==> src/rtl/mc_control_if.sv <==
// Control bundle between the multicycle controller and its datapath.
// The controller uses the master modport; the datapath or a bench uses slave.
interface mc_control_if;
  logic [15:0] instr;
  logic        zero;
  logic        mem_ready;
  logic        mem_read;
  logic        mem_write;
  logic        i_or_d;
  logic        ir_write;
  logic        reg_write;
  logic        reg_dst;
  logic        mem_to_reg;
  logic        alu_src_a;
  logic        pc_write;
  logic        pc_write_cond;
  logic [1:0]  alu_src_b;
  logic [1:0]  pc_source;
  logic [1:0]  alu_op;
  logic [7:0]  alu_func;
  logic        pc_en;
  logic [3:0]  state_o;
  logic        illegal;

  modport master (
    input  instr, zero, mem_ready,
    output mem_read, mem_write, i_or_d, ir_write, reg_write, reg_dst, mem_to_reg,
           alu_src_a, pc_write, pc_write_cond, alu_src_b, pc_source, alu_op,
           alu_func, pc_en, state_o, illegal
  );

  modport slave (
    output instr, zero, mem_ready,
    input  mem_read, mem_write, i_or_d, ir_write, reg_write, reg_dst, mem_to_reg,
           alu_src_a, pc_write, pc_write_cond, alu_src_b, pc_source, alu_op,
           alu_func, pc_en, state_o, illegal
  );
endinterface

==> src/rtl/mc_control.sv <==
// Moore control FSM for a multicycle 16-bit CPU: sequences fetch, decode,
// memory, execute and write-back steps and decodes datapath strobes per state.
module mc_control (
  input  logic         clk,
  input  logic         rst,
  mc_control_if.master bus
);

  typedef enum logic [3:0] {
    FETCH    = 4'd0,
    DECODE   = 4'd1,
    MEM_ADDR = 4'd2,
    MEM_RD   = 4'd3,
    MEM_WB   = 4'd4,
    MEM_WR   = 4'd5,
    EXEC_R   = 4'd6,
    WB_R     = 4'd7,
    EXEC_I   = 4'd8,
    WB_I     = 4'd9,
    BRANCH   = 4'd10,
    JUMP     = 4'd11
  } state_t;

  state_t     state_reg, state_next;
  logic [3:0] opcode;

  assign opcode      = bus.instr[15:12];
  assign bus.state_o = state_reg;
  assign bus.pc_en   = bus.pc_write | (bus.pc_write_cond & bus.zero);

  always_ff @(posedge clk) begin
    if (rst) state_reg <= FETCH;
    else     state_reg <= state_next;
  end

  always_comb begin
    state_next        = FETCH;
    bus.mem_read      = 1'b0;
    bus.mem_write     = 1'b0;
    bus.i_or_d        = 1'b0;
    bus.ir_write      = 1'b0;
    bus.reg_write     = 1'b0;
    bus.reg_dst       = 1'b0;
    bus.mem_to_reg    = 1'b0;
    bus.alu_src_a     = 1'b0;
    bus.pc_write      = 1'b0;
    bus.pc_write_cond = 1'b0;
    bus.alu_src_b     = 2'b00;
    bus.pc_source     = 2'b00;
    bus.alu_op        = 2'b00;
    bus.alu_func      = 8'h00;
    bus.illegal       = 1'b0;

    case (state_reg)
      FETCH: begin
        bus.mem_read  = 1'b1;
        bus.alu_src_b = 2'b01;
        bus.ir_write  = bus.mem_ready;
        bus.pc_write  = bus.mem_ready;
        state_next    = bus.mem_ready ? DECODE : FETCH;
      end
      DECODE: begin
        bus.alu_src_b = 2'b11;
        case (opcode)
          4'b0000:          state_next = EXEC_R;
          4'b0001, 4'b0010: state_next = MEM_ADDR;
          4'b0011, 4'b0100: state_next = EXEC_I;
          4'b0101:          state_next = BRANCH;
          4'b0110:          state_next = JUMP;
          default: begin
            state_next  = FETCH;
            bus.illegal = 1'b1;
          end
        endcase
      end
      MEM_ADDR: begin
        bus.alu_src_a = 1'b1;
        bus.alu_src_b = 2'b10;
        // Anything other than a load or store cannot reach here; recover to FETCH.
        if (opcode == 4'b0001)      state_next = MEM_RD;
        else if (opcode == 4'b0010) state_next = MEM_WR;
        else                        state_next = FETCH;
      end
      MEM_RD: begin
        bus.mem_read = 1'b1;
        bus.i_or_d   = 1'b1;
        state_next   = bus.mem_ready ? MEM_WB : MEM_RD;
      end
      MEM_WB: begin
        bus.reg_write  = 1'b1;
        bus.mem_to_reg = 1'b1;
      end
      MEM_WR: begin
        bus.mem_write = 1'b1;
        bus.i_or_d    = 1'b1;
        state_next    = bus.mem_ready ? FETCH : MEM_WR;
      end
      EXEC_R: begin
        bus.alu_src_a = 1'b1;
        bus.alu_op    = 2'b11;
        bus.alu_func  = bus.instr[7:0];
        state_next    = WB_R;
      end
      WB_R: begin
        bus.reg_write = 1'b1;
        bus.reg_dst   = 1'b1;
      end
      EXEC_I: begin
        bus.alu_src_a = 1'b1;
        bus.alu_src_b = 2'b10;
        bus.alu_op    = (opcode == 4'b0100) ? 2'b10 : 2'b00;
        state_next    = WB_I;
      end
      WB_I: bus.reg_write = 1'b1;
      BRANCH: begin
        bus.alu_src_a     = 1'b1;
        bus.alu_op        = 2'b01;
        bus.pc_write_cond = 1'b1;
        bus.pc_source     = 2'b01;
      end
      JUMP: begin
        bus.pc_write  = 1'b1;
        bus.pc_source = 2'b10;
      end
      default: state_next = FETCH;
    endcase

    // Reset silences every strobe so an in-flight access is abandoned cleanly.
    if (rst) begin
      bus.mem_read      = 1'b0;
      bus.mem_write     = 1'b0;
      bus.i_or_d        = 1'b0;
      bus.ir_write      = 1'b0;
      bus.reg_write     = 1'b0;
      bus.reg_dst       = 1'b0;
      bus.mem_to_reg    = 1'b0;
      bus.alu_src_a     = 1'b0;
      bus.pc_write      = 1'b0;
      bus.pc_write_cond = 1'b0;
      bus.alu_src_b     = 2'b00;
      bus.pc_source     = 2'b00;
      bus.alu_op        = 2'b00;
      bus.alu_func      = 8'h00;
      bus.illegal       = 1'b0;
    end
  end

endmodule

==> src/flat_wrapper.sv <==
// flat-port wrapper written by rule: the top's interface ports become plain ports
module mc_control_flat 
  (clk, rst, bus_instr, bus_zero, bus_mem_ready, bus_mem_read, bus_mem_write, bus_i_or_d, bus_ir_write, bus_reg_write, bus_reg_dst, bus_mem_to_reg, bus_alu_src_a, bus_pc_write, bus_pc_write_cond, bus_alu_src_b, bus_pc_source, bus_alu_op, bus_alu_func, bus_pc_en, bus_state_o, bus_illegal);
  mc_control_if bus_i ();
  input  logic clk;
  input  logic rst;
  input wire logic [$bits(bus_i.instr)-1:0] bus_instr;
  input wire logic [$bits(bus_i.zero)-1:0] bus_zero;
  input wire logic [$bits(bus_i.mem_ready)-1:0] bus_mem_ready;
  output wire logic [$bits(bus_i.mem_read)-1:0] bus_mem_read;
  output wire logic [$bits(bus_i.mem_write)-1:0] bus_mem_write;
  output wire logic [$bits(bus_i.i_or_d)-1:0] bus_i_or_d;
  output wire logic [$bits(bus_i.ir_write)-1:0] bus_ir_write;
  output wire logic [$bits(bus_i.reg_write)-1:0] bus_reg_write;
  output wire logic [$bits(bus_i.reg_dst)-1:0] bus_reg_dst;
  output wire logic [$bits(bus_i.mem_to_reg)-1:0] bus_mem_to_reg;
  output wire logic [$bits(bus_i.alu_src_a)-1:0] bus_alu_src_a;
  output wire logic [$bits(bus_i.pc_write)-1:0] bus_pc_write;
  output wire logic [$bits(bus_i.pc_write_cond)-1:0] bus_pc_write_cond;
  output wire logic [$bits(bus_i.alu_src_b)-1:0] bus_alu_src_b;
  output wire logic [$bits(bus_i.pc_source)-1:0] bus_pc_source;
  output wire logic [$bits(bus_i.alu_op)-1:0] bus_alu_op;
  output wire logic [$bits(bus_i.alu_func)-1:0] bus_alu_func;
  output wire logic [$bits(bus_i.pc_en)-1:0] bus_pc_en;
  output wire logic [$bits(bus_i.state_o)-1:0] bus_state_o;
  output wire logic [$bits(bus_i.illegal)-1:0] bus_illegal;
  assign bus_i.instr = bus_instr;
  assign bus_i.zero = bus_zero;
  assign bus_i.mem_ready = bus_mem_ready;
  assign bus_mem_read = bus_i.mem_read;
  assign bus_mem_write = bus_i.mem_write;
  assign bus_i_or_d = bus_i.i_or_d;
  assign bus_ir_write = bus_i.ir_write;
  assign bus_reg_write = bus_i.reg_write;
  assign bus_reg_dst = bus_i.reg_dst;
  assign bus_mem_to_reg = bus_i.mem_to_reg;
  assign bus_alu_src_a = bus_i.alu_src_a;
  assign bus_pc_write = bus_i.pc_write;
  assign bus_pc_write_cond = bus_i.pc_write_cond;
  assign bus_alu_src_b = bus_i.alu_src_b;
  assign bus_pc_source = bus_i.pc_source;
  assign bus_alu_op = bus_i.alu_op;
  assign bus_alu_func = bus_i.alu_func;
  assign bus_pc_en = bus_i.pc_en;
  assign bus_state_o = bus_i.state_o;
  assign bus_illegal = bus_i.illegal;
  mc_control u_core (.clk(clk), .rst(rst), .bus(bus_i));
endmodule
==> config.mk <==
export PLATFORM = sky130hd
export DESIGN_NAME = mc_control_flat
export DESIGN_NICKNAME = d
export VERILOG_FILES = /design/src/rtl/mc_control_if.sv /design/src/rtl/mc_control.sv /design/src/flat_wrapper.sv
export SDC_FILE = /design/constraint.sdc
export NUM_CORES = 1
export LEC_CHECK = 0
export ABC_AREA = 1
export CAP_MARGIN = 15
export CORE_AREA = 2 2 41 51
export CTS_CLUSTER_SIZE = 24
export DETAILED_ROUTE_END_ITERATION = 6
export DIE_AREA = 0 0 43 53
export GPL_ROUTABILITY_DRIVEN = 0
export PLACE_DENSITY_LB_ADDON = 0.1
export SYNTH_ARGS = -nofsm -noshare
export SYNTH_HDL_FRONTEND = slang
export SYNTH_SLANG_ARGS = --single-unit
==> constraint.sdc <==
create_clock -name clk -period 3.2 [get_ports clk]
set_input_delay 0.32 -clock clk [delete_from_list [all_inputs] [get_ports clk]]
set_output_delay 0.32 -clock clk [all_outputs]
set_load 0.005 [all_outputs]
==> flow_summary.toml <==
[logic_synthesis]
synth_mux_area_frac = 0
synthSimpleGateAreaFrac = 0.563
avgSynthCellArea_um2 = 4.87
synth-seq-cells = 4
synth_xor_area_frac = 0
yosys-top-cells-area = "nand2_1 17%, inv_1 17%, nor2_1 17%"
seq_area_frac_synth = 0.137
synth_cell_type_count = 16
synth_top_family_by_area = "simple AND/OR/NAND/NOR gates"
synth_top_area_frac = 0.173
synth_top_cell_by_area = "nand2_1"
ys_warn_count = 0
postSynthCellCount = 120
synth_nets = 140
synth_area_um2 = 584
synth_compound_area_frac = 0.0814
synth_adder_area_share = 0

[layout]
design_area_um2 = 1060
fin_cells = 184
nNetsFinal = 187
num-fill-cells = 176
syn2layout_area_growth_pct = 81.2
largest_register_ffs = 4
drive_above_1_share = 0.0909
diodes = 0

[critical_path]
start_kind = "input port"
path_class = "input port to primary output"
end_kind = "primary output"
reg2reg_slack_ps = 1990
worstPathMaxFanout = 15
r2r_start = "u_core.bus.state_o[3]"
reg2reg_depth = 9
crit_required_ps = 2880
cp.arrival_ps = 2110
r2r-end = "u_core.bus.state_o[1]"

[sta]
min_period_ps = 2430
fin_skew_ps = 7.19
finalHoldViolCount = 0
rsz0062_at_grt = "false"
tns_ps = 0
drv_slew = 0
setup_violations = 0
max_slew.worst_pin.slew_ps = 504
fmax_mhz = 412
timing.final.crit_share = 0.759
slew_headroom = 0.663

[route]
drtPass1Iterations = 4
via_per_inst = 4.52
drtAntennaViolNets = 0
first_iter_violations = 6
routedWlPerCell_um = 10.1
wl_um = 1860
drc_errors = 0
via_count = 831

[min_path]
hold_path_class = "flip-flop to flip-flop"
min_delay_path_depth = 3
hp-start = "u_core.bus.state_o[2]"
hold_end = "u_core.bus.state_o[3]"

[clock_tree]
cts_tree = "yes"
clock-root-buffer = "clkbuf_4"
cts_num_sinks = 4
insertion_delay_ps = 240
cts_buffer_depth = 2
holdBufCountCts = 0
cts_buffers = 3
postCtsSetupBuffers = 0
clkTransAtPathRegs_ps = 40
cts_resized = 0
h-tree-depth = 1

[job]
drv_cap = 0

[placed_design]
dp.cells = 181
dp_hpwl_um = 1570
placed_area_um2 = 1040
numPortBuffers = 45

[power_and_ir_drop]
switching_share = 0.298
powerDensity_nw_per_um2 = 183
p_seq_frac = 0.286
clkPwrFrac = 0.324
leakage_uw = 0.000542
irDropWorstVdd_mv = 0.190
switching_power_uw = 57.7
power.internal_uw = 136
power.total_uw = 194
pwr-share-comb = 0.389

[global_routing]
track_usage = 0.180
antenna_found_initial = 0
grt_overflow = 0
grt_max_degree = 16
grt_pass1_vias = 766
grt_pass1_wl_um = 3190

[floorplanning]
initial_core_util = 0.327
ios = 50
die_x_um = 43
coreArea_um2 = 1790
rows = 17
die_h_um = 53
die-area_um2 = 2280

[run_status]
status = "complete, no violations"
-- cell families (layout without fill, tap and decap cells) --
family                 count (synthesis)  in the layout
AND/OR/NAND/NOR                       76             76
buffers and inverters                 31             76
AO/OA/AOI/OAI                          9              9
flip-flops                             4              4
-- worst max-delay path by stage --
stage | start | end | slack [ps] | depth (start not counted)
floorplan | u_core.bus.state_o[1] | bus_alu_func[0] | 1870 | 7
global placement | rst | bus_alu_op[1] | 760 | 5
detailed placement | rst | bus_alu_op[1] | 760 | 5
CTS | rst | bus_alu_op[1] | 750 | 5
global route | rst | bus_reg_write | 620 | 5
finish | rst | bus_alu_op[1] | 770 | 5
-- power by group through the flow --
stage | logic (µW) | clock network, µW | registers [µW]
3_3_place_gp | 74.4 | 0 | 56.4
6_report | 75.5 | 62.8 | 55.5
4_1_cts | 76.0 | 61.9 | 55.5
5_1_grt | 84.4 | 67.6 | 56.1
3_5_place_dp | 75.6 | 0 | 56.3
2_1_floorplan | 30.8 | 0 | 56.1
-- metal layers --
| metal | vias up | wire (µm) | global-route usage |
|---|---|---|---|
| met4 | 0 | 0 | 0.0455 |
| met2 | 26 | 972 | 0.343 |
| met3 | 0 | 83 | 0.0171 |
| met1 | 356 | 803 | 0.212 |
| li1 | 449 | - | - |
| met5 | - | 0 | 0 |
-- critical path, cell delays in order --
cell and delay, ps:
clkdlybuf4s50_1 780, inv_1 180, nand2_2 240, o21ai_0 120, clkdlybuf4s50_1 460
-- per-stage QoR --
| stage | worst slack (ps) | hold slack, ps | utilization |
|---|---|---|---|
| floorplan | 1870 | 504 | - |
| global placement | 764 | 723 | 0.580 |
| detailed placement | 761 | 731 | 0.580 |
| CTS | 750 | 732 | 0.592 |
| global route | 625 | 777 | 0.592 |
| finish | 770 | 732 | 0.592 |
-- placed cells by master, fill, tap and decap left out --
master,synthesis,final
nor4_1,2,2
nor3_1,2,2
o21ai_0,5,5
a21o_1,1,1
a21oi_1,3,3
dfxtp_1,4,4
nand2_1,27,27
nor2_2,8,8
inv_2,2,2
clkbuf_4,0,3
nand2_2,2,2
clkdlybuf4s50_1,0,45
nand3_1,9,9
inv_1,26,26
nor2_1,26,26
-- cell usage after synthesis (all sizes together) --
| cell type | n |
|---|---|
| nor2 | 34 |
| nand2 | 29 |
| inv | 28 |
| nand3 | 9 |
| o21ai | 5 |
| dfxtp | 4 |
| a21oi | 3 |
| buf | 2 |
| nor3 | 2 |
| nor4 | 2 |
| a21o | 1 |
| clkbuf | 1 |
-- layout make-up --
class                   instances  area [µm²]  share of cell area
clock buffers                   3        22.5              0.0213
well taps                      19        23.8              0.0225
inverters                      28         105              0.0993
repair buffers                 45         450               0.426
multi-input cells              85         377               0.356
flip-flops and latches          4        80.1              0.0756
No activity file was read; power rests on OpenSTA's default activity.
